===== config.mk =====
export PLATFORM = sky130hd
export DESIGN_NAME = pipe_stage_skid_flat
export DESIGN_NICKNAME = d
export VERILOG_FILES = /design/src/rtl/pipe_stage_skid_if.sv /design/src/rtl/pipe_stage_skid.sv /design/src/flat_wrapper.sv
export SDC_FILE = /design/constraint.sdc
export NUM_CORES = 1
export LEC_CHECK = 0
export ABC_AREA = 1
export BUFFER_PORTS_ARGS = -buffer_cell sky130_fd_sc_hd__buf_2
export CORE_ASPECT_RATIO = 1.2
export CORE_UTILIZATION = 41
export DETAILED_ROUTE_END_ITERATION = 8
export HOLD_SLACK_MARGIN = 0.06
export PLACE_DENSITY = 0.74
export SYNTH_ARGS = -nofsm -noshare
export SYNTH_HDL_FRONTEND = slang
export SYNTH_SLANG_ARGS = --single-unit

===== constraint.sdc =====
create_clock -name clk -period 2.06 [get_ports clk]
set_input_delay 0.103 -clock clk [delete_from_list [all_inputs] [get_ports clk]]
set_output_delay 0.103 -clock clk [all_outputs]
set_load 0.05 [all_outputs]

===== src/rtl/pipe_stage_skid_if.sv =====
`default_nettype none
// ============================================================================
// Module   : pipe_stage_skid_if
// Purpose  : Handshake bundle for one pipeline stage: upstream valid/ready
//            word, flush, downstream valid/ready word, stall counter.
// Revision : 1.0  initial release
// ============================================================================
interface pipe_stage_skid_if #(
    parameter int DATA_W = 64,
    parameter int CTRL_W = 32,
    parameter int CNT_W  = 16
);
    logic              in_valid;
    logic              in_ready;
    logic [CTRL_W-1:0] in_ctrl;
    logic [DATA_W-1:0] in_data;
    logic              flush;
    logic              out_valid;
    logic              out_ready;
    logic [CTRL_W-1:0] out_ctrl;
    logic [DATA_W-1:0] out_data;
    logic [CNT_W-1:0]  stall_cnt;

    modport master (
        output in_valid, in_ctrl, in_data, flush, out_ready,
        input  in_ready, out_valid, out_ctrl, out_data, stall_cnt
    );

    modport slave (
        input  in_valid, in_ctrl, in_data, flush, out_ready,
        output in_ready, out_valid, out_ctrl, out_data, stall_cnt
    );
endinterface
`default_nettype wire


===== src/rtl/pipe_stage_skid.sv =====
`default_nettype none
// ============================================================================
// Module   : pipe_stage_skid
// Purpose  : Registered pipeline stage with head + skid storage; in_ready is
//            a pure state decode so no ready path crosses the stage.
// Revision : 1.0  initial release
// ============================================================================
module pipe_stage_skid #(
    parameter int                DATA_W   = 64,
    parameter int                CTRL_W   = 32,
    parameter logic [CTRL_W-1:0] NOP_CTRL = '0,
    parameter int                CNT_W    = 16
) (
    input  wire logic         clk,
    input  wire logic         rst_n,
    pipe_stage_skid_if.slave  bus
);

    localparam logic [1:0] S_EMPTY = 2'd0;
    localparam logic [1:0] S_ONE   = 2'd1;
    localparam logic [1:0] S_TWO   = 2'd2;

    logic [1:0]        r_state;
    logic [1:0]        w_state_nxt;
    logic [CTRL_W-1:0] r_head_ctrl;
    logic [DATA_W-1:0] r_head_data;
    logic [CTRL_W-1:0] r_skid_ctrl;
    logic [DATA_W-1:0] r_skid_data;
    logic [CNT_W-1:0]  r_stall_cnt;

    logic w_in_ready;
    logic w_out_valid;
    logic w_accept;
    logic w_issue;
    logic w_load_head_in;
    logic w_load_head_skid;
    logic w_load_skid;

    assign w_accept = bus.in_valid & w_in_ready;
    assign w_issue  = w_out_valid & bus.out_ready;

    // State register
    always_ff @(posedge clk or negedge rst_n) begin
        if (!rst_n) begin
            r_state <= S_EMPTY;
        end else begin
            r_state <= w_state_nxt;
        end
    end

    // Next-state and payload load decode; flush suppresses every load so a
    // killed word never reaches the head register.
    always_comb begin
        w_state_nxt      = r_state;
        w_load_head_in   = 1'b0;
        w_load_head_skid = 1'b0;
        w_load_skid      = 1'b0;
        if (bus.flush) begin
            w_state_nxt = S_EMPTY;
        end else begin
            case (r_state)
                S_EMPTY: begin
                    if (w_accept) begin
                        w_state_nxt    = S_ONE;
                        w_load_head_in = 1'b1;
                    end
                end
                S_ONE: begin
                    if (w_accept && !w_issue) begin
                        w_state_nxt = S_TWO;
                        w_load_skid = 1'b1;
                    end else if (w_issue && !w_accept) begin
                        w_state_nxt = S_EMPTY;
                    end else if (w_issue && w_accept) begin
                        w_load_head_in = 1'b1;
                    end
                end
                S_TWO: begin
                    if (w_issue) begin
                        w_state_nxt      = S_ONE;
                        w_load_head_skid = 1'b1;
                    end
                end
                default: w_state_nxt = S_EMPTY;
            endcase
        end
    end

    // Output decode from state only
    always_comb begin
        w_in_ready  = 1'b1;
        w_out_valid = 1'b0;
        case (r_state)
            S_EMPTY: begin
                w_in_ready  = 1'b1;
                w_out_valid = 1'b0;
            end
            S_ONE: begin
                w_in_ready  = 1'b1;
                w_out_valid = 1'b1;
            end
            S_TWO: begin
                w_in_ready  = 1'b0;
                w_out_valid = 1'b1;
            end
            default: begin
                w_in_ready  = 1'b1;
                w_out_valid = 1'b0;
            end
        endcase
    end

    always_ff @(posedge clk or negedge rst_n) begin
        if (!rst_n) begin
            r_head_ctrl <= '0;
            r_head_data <= '0;
            r_skid_ctrl <= '0;
            r_skid_data <= '0;
        end else begin
            if (w_load_head_in) begin
                r_head_ctrl <= bus.in_ctrl;
                r_head_data <= bus.in_data;
            end else if (w_load_head_skid) begin
                r_head_ctrl <= r_skid_ctrl;
                r_head_data <= r_skid_data;
            end
            if (w_load_skid) begin
                r_skid_ctrl <= bus.in_ctrl;
                r_skid_data <= bus.in_data;
            end
        end
    end

    // Back-pressure counter saturates and deliberately ignores flush
    always_ff @(posedge clk or negedge rst_n) begin
        if (!rst_n) begin
            r_stall_cnt <= '0;
        end else if (w_out_valid && !bus.out_ready && !(&r_stall_cnt)) begin
            r_stall_cnt <= r_stall_cnt + 1'b1;
        end
    end

    assign bus.in_ready  = w_in_ready;
    assign bus.out_valid = w_out_valid;
    assign bus.out_ctrl  = w_out_valid ? r_head_ctrl : NOP_CTRL;
    assign bus.out_data  = r_head_data;
    assign bus.stall_cnt = r_stall_cnt;

endmodule
`default_nettype wire


===== src/flat_wrapper.sv =====
// flat-port wrapper written by rule: the top's interface ports become plain ports
module pipe_stage_skid_flat 
#(
    parameter int                DATA_W   = 64,
    parameter int                CTRL_W   = 32,
    parameter logic [CTRL_W-1:0] NOP_CTRL = '0,
    parameter int                CNT_W    = 16
)
  (clk, rst_n, bus_in_valid, bus_in_ctrl, bus_in_data, bus_flush, bus_out_ready, bus_in_ready, bus_out_valid, bus_out_ctrl, bus_out_data, bus_stall_cnt);
  pipe_stage_skid_if #(.DATA_W(DATA_W), .CTRL_W(CTRL_W), .CNT_W(CNT_W)) bus_i ();
  input  wire logic clk;
  input  wire logic rst_n;
  input wire logic [$bits(bus_i.in_valid)-1:0] bus_in_valid;
  input wire logic [$bits(bus_i.in_ctrl)-1:0] bus_in_ctrl;
  input wire logic [$bits(bus_i.in_data)-1:0] bus_in_data;
  input wire logic [$bits(bus_i.flush)-1:0] bus_flush;
  input wire logic [$bits(bus_i.out_ready)-1:0] bus_out_ready;
  output wire logic [$bits(bus_i.in_ready)-1:0] bus_in_ready;
  output wire logic [$bits(bus_i.out_valid)-1:0] bus_out_valid;
  output wire logic [$bits(bus_i.out_ctrl)-1:0] bus_out_ctrl;
  output wire logic [$bits(bus_i.out_data)-1:0] bus_out_data;
  output wire logic [$bits(bus_i.stall_cnt)-1:0] bus_stall_cnt;
  assign bus_i.in_valid = bus_in_valid;
  assign bus_i.in_ctrl = bus_in_ctrl;
  assign bus_i.in_data = bus_in_data;
  assign bus_i.flush = bus_flush;
  assign bus_i.out_ready = bus_out_ready;
  assign bus_in_ready = bus_i.in_ready;
  assign bus_out_valid = bus_i.out_valid;
  assign bus_out_ctrl = bus_i.out_ctrl;
  assign bus_out_data = bus_i.out_data;
  assign bus_stall_cnt = bus_i.stall_cnt;
  pipe_stage_skid #(.DATA_W(DATA_W), .CTRL_W(CTRL_W), .NOP_CTRL(NOP_CTRL), .CNT_W(CNT_W)) u_core (.clk(clk), .rst_n(rst_n), .bus(bus_i));
endmodule

# Yosys cells after proc, flatten, opt, wreduce, memory -nomap -nowiden
# Index checks and enable logic that the tools add are counted.
# totals
ff_bits	210
inputBits	101
out_inout_bits	114
elab_cells	53
# classes
add_sub_neg	1
n_eq_ne	5
n_mux	25
n_bitwise	2
reduce_logical	14
# ops
cell	n
64-bit two-way mux	2
32-bit two-way mux	3
16-bit by 1-bit adder with 16-bit output, second input constant	1
16-bit AND reduction	1
1-bit two-way mux	13
2-bit two-way mux	5
3-bit by 2-bit inequality test with 1-bit output, second input constant	2
2-bit one-hot mux with 3 select lines	1
1-bit logical AND	5
1-bit zero test	4
4-bit by 2-bit inequality test with 1-bit output, second input constant	1
3-bit AND reduction	1
1-bit bitwise AND	2
2-bit by 1-bit equality test with 1-bit output, second input constant	1
2-bit equality test, second input constant	1
2-bit zero test	1
1-bit one-hot mux with 2 select lines	1
2-bit nonzero test	1
2-bit OR reduction	1

# Longest topological paths before layout
# depth
word_depth	11
mapped_depth	13
mapped_depth_nobuf	11

# Worst setup path before layout
# OpenSTA, ideal clock, no wires.
# synth_path
kind	register to register
startpoint	register u_core.r_state[0]
endpoint	register u_core.r_skid_data[50]
setup_time_ns	0.130
arrival_time_ns	2.182
t_required_ns	1.930
path_slack_ns	-0.252
stages_incl_launch_ff	10
n_path_buf	3
synth_period_minus_slack_ns	2.312
path_cell_list	dfrtp_1 > inv_1 > ha_1 > buf_2 > nand2_1 > ha_1 > nand3_1 > buf_2 > clkbuf_1 > o21ai_1
# synth_between
elab_chain_cells	9
elab_cells_between_ends	12
cone_classes	eq/ne (2); mux (5); bitwise (2); reduce/logical (3)
# synth_rtl
element	line	source
start: declaration	pipe_stage_skid.sv:23	logic [1:0] r_state;
start signal: assignment	pipe_stage_skid.sv:47	r_state <= w_state_nxt;
2-bit by 1-bit equality test with 1-bit output or 2-bit equality test (tied branches)	pipe_stage_skid.sv:93	case (r_state)
2-bit OR reduction (no line) *	--	
1-bit two-way mux *	pipe_stage_skid.sv:93	
via bus_out_valid	flat_wrapper.sv:19	output wire logic [$bits(bus_i.out_valid)-1:0] bus_out_valid;
1-bit bitwise AND *	pipe_stage_skid.sv:40	assign w_issue = w_out_valid & bus.out_ready;
1-bit zero test *	pipe_stage_skid.sv:69	if (w_accept && !w_issue) begin
1-bit logical AND *	pipe_stage_skid.sv:69	
1-bit two-way mux *	pipe_stage_skid.sv:69	
1-bit two-way mux *	pipe_stage_skid.sv:61	case (r_state)
1-bit two-way mux *	pipe_stage_skid.sv:58	if (bus.flush) begin
end signal: assignment	pipe_stage_skid.sv:129	r_skid_data <= bus.in_data;
end: declaration	pipe_stage_skid.sv:28	logic [DATA_W-1:0] r_skid_data;
# Mark *: on every way through the listed nets, which the timed path passes. The rest lies on a longest branch.
# A chain may end at the register's enable or synchronous reset.

# Final worst setup path
# layout_path
startpoint	register u_core.r_state[0]
endpoint	output port bus_out_ctrl[25]
# layout_between
elab_chain_cells	4
elab_cells_between_ends	5
cone_classes	eq/ne (2); mux (2); reduce/logical (1)
# layout_rtl
element	line	source
2-bit by 1-bit equality test with 1-bit output or 2-bit equality test (tied branches)	pipe_stage_skid.sv:93	
2-bit OR reduction (no line) *	--	
1-bit two-way mux *	pipe_stage_skid.sv:93	
32-bit two-way mux *	pipe_stage_skid.sv:145	assign bus.out_ctrl = w_out_valid ? r_head_ctrl : NOP_CTRL;
end: declaration	flat_wrapper.sv:20	output wire logic [$bits(bus_i.out_ctrl)-1:0] bus_out_ctrl;
# Mark *: on every way between the ends. The rest lies on a longest branch, timed or not.

==> impl_metrics.ini <==
[cells_and_area]
area_growth_pct = 37.6
drive_gt1_share_pct = 21.2
register_area_um2 = 5260
fillers = 1855
multi_input_area_um2 = 3410
utilization_pct = 57.6
layout.cells.non_filler = 1723
n_antenna_cell = 0
fin_nets = 1535

[place]
dp_cells = 1570
hpwl_um = 15200
port_buffers = 214
dp_slack_ns = 0.0143
place.gp.congestion = 0.802

[detailed_routing]
wl_per_cell_um = 15.3
antenna_left = 0
wl_um = 26400
viasPerCell = 5.04
drtPass1Iterations = 5
num_vias = 8679
drtIter0Drc = 531
drcViolationCount = 0

[grt]
grtUsageMet2_pct = 37.7
grt_usage_pct = 21.7
grt_use_met3_pct = 3.61
met1_usage_pct = 27.0
grt_max_degree = 62
grt_overflow = 0
top_usage_layer = met2
grt_pass1_wl_um = 41900
grt_pass1_vias = 8750
antenna_found_initial = 0

[die]
die_h_um = 168
die-area_um2 = 23600
io_pins = 215
rows = 60
core_um2 = 22400
start_util_pct = 41.9
die_w_um = 140

[clock_network]
clockBufferDepth = 3
cts_tree = built
clock_latency_ns = 0.51
htree_levels = 1
cts_root_buf = clkbuf_16
clock-sinks = 210
clkTransAtPathRegs_ns = 0.06
cts_made_buffers = 23

[logic_synthesis]
synth_top_area_share_pct = 55.9
synth_area_leaders = dfrtp_1 56%, nand2_1 16%, nand3_1 7.6%
yosys_warnings = 0
ys_ff_latch = 210
synth_seq_area_share_pct = 55.9
syn_inst = 1117
postSynthAreaPerCell_um2 = 8.42
synth_cell_types = 23
syn_area_um2 = 9410
syn-num-nets = 1225
synth_top_area_cell = dfrtp_1

[timing]
slew_viol_final = 0
tightest_slew_ns = 0.519
slew_headroom_pct = 65.4
fin_crit_sh_pct = 95.9
setup_violations = 0
hold_viol = 0
skew_ns = 0.0162
fmaxAchievable_ghz = 0.506
fin_ws_ns = 0.0839
fin_crit_ns = 1.98

[run]
maxCapViolCount = 0

[power]
power_density_nw_per_um2 = 1520
power_mw = 19.6
ir_drop_mv = 0.953
leakage_nw = 6.83

[critical_path]
worstSetupPathType = reg -> out
path_cells = inv_2, ha_4, buf_12, clkbuf_16, nand2_1, inv_1, buf_4
worstPathMaxFanout = 19
slowest_stage = dfrtp_1
critPathMaxStageDelay_ns = 0.36
crit_path_start_kind = flop
cp-end-kind = primary output
required_ns = 1.96
crit_arrival_ns = 1.87

[min_path]
hp-class = in -> reg

[status]
outcome = finished, final reports clean
path summary, 6_finish.rpt:
check | from | endpoint | slack (ns) | depth (start not counted)
max in group asynchronous | rst_n | u_core.r_skid_data[49] | 1.22 | 3
max | u_core.r_state[0] | bus_out_ctrl[25] | 0.08 | 7
min | bus_in_valid | u_core.r_state[1] | 0.09 | 5
max reg2reg | u_core.r_state[0] | u_core.bus.out_data[19] | 0.10 | 12
min in group asynchronous | rst_n | u_core.r_skid_data[2] | 0.14 | 2
min reg2reg | u_core.r_skid_ctrl[4] | u_core.r_skid_ctrl[4] | 0.48 | 2
stage by stage:
step                      instance area [um2]  hold slack, ns  setup TNS (ns)
after floorplan                          9420          -0.193               0
after global placement                  10900           0.123               0
after detailed placement                10900           0.122               0
after CTS                               12700          0.0732               0
after global routing                    12900          0.0989          -0.176
final                                   12900          0.0855               0
repair_timing:
item | in CTS | in global routing
hold endpoints to repair | 404 | 0
buffers inserted | 2 | 4
gates resized for setup | 23 | 18
endpoints found under the setup margin | 35 | 131
pin swaps | 0 | 3
gates cloned | 0 | 7
hold buffers | 98 | 0
cells in the mapped netlist (all sizes together):
master,n
a21oi,1
buf,51
o21a,1
o211ai,60
xnor2,7
nand4,7
nand2,410
inv,116
clkbuf,15
ha,7
nor2,23
o21ai,65
nand3,144
dfrtp,210
layer usage:
metal,wire length [um],vias up
met5,0,-
met3,1590,54
met2,13000,330
li1,-,4180
met4,716,0
met1,11100,4115
report_power, final:
group / internal [mW] / total [mW] / switching (mW)
Combinational: 2.67 / 8.54 / 5.87
Clock: 2.49 / 4.16 / 1.66
Sequential: 5.90 / 6.92 / 1.02
final cells by class:
| type | count | area share (%) |
|---|---|---|
| clock inverters | 8 | 0.745 |
| repair buffers | 351 | 21.1 |
| multi-input cells | 725 | 26.4 |
| inverters | 116 | 3.38 |
| clock buffers | 34 | 5.15 |
| well taps | 279 | 2.70 |
| flip-flops and latches | 210 | 40.6 |
state kept, by name, summed over array words and instances, names as in the netlist:
name and cells:
u_core.bus.out_data 64, u_core.r_skid_data 64, u_core.r_head_ctrl 32, u_core.r_skid_ctrl 32
u_core.bus.stall_cnt 16, u_core.r_state 2
cell families (layout without fill, tap and decap cells):
group / Yosys count / count (layout) / synth area share [%]
buf+inv: 182 / 509 / 8.50
simple gates: 584 / 584 / 25.7
flops: 210 / 210 / 55.9
xor+xnor: 7 / 7 / 0.652
fa+ha+maj: 7 / 7 / 0.931
compound gates: 127 / 127 / 8.38
placed cells by master, fill, tap and decap left out, types with 4 or more instances in the layout:
cell type / Yosys / final
buf_12: 0 / 14
buf_2: 30 / 197
buf_4: 3 / 27
buf_6: 9 / 6
clkbuf_1: 15 / 6
clkbuf_16: 0 / 29
clkbuf_8: 0 / 6
clkinv_2: 0 / 4
dfrtp_1: 210 / 210
dlygate4sd3_1: 0 / 98
ha_1: 7 / 6
inv_1: 113 / 111
inv_2: 3 / 4
nand2_1: 407 / 404
nand2_2: 3 / 4
nand3_1: 143 / 142
nand4_1: 7 / 7
nor2_1: 20 / 20
o211ai_1: 60 / 60
o21ai_0: 53 / 53
o21ai_1: 12 / 12
xnor2_1: 7 / 7
worst max-delay path, delay by kind of cell, from the launching register on:
kind	cells	cell delay [ns]
adders and majority gates	1	0.28
buffers and inverters	5	0.63
DFF	1	0.36
and+or+nand+nor	1	0.06
No activity file was read; power rests on OpenSTA's default activity.
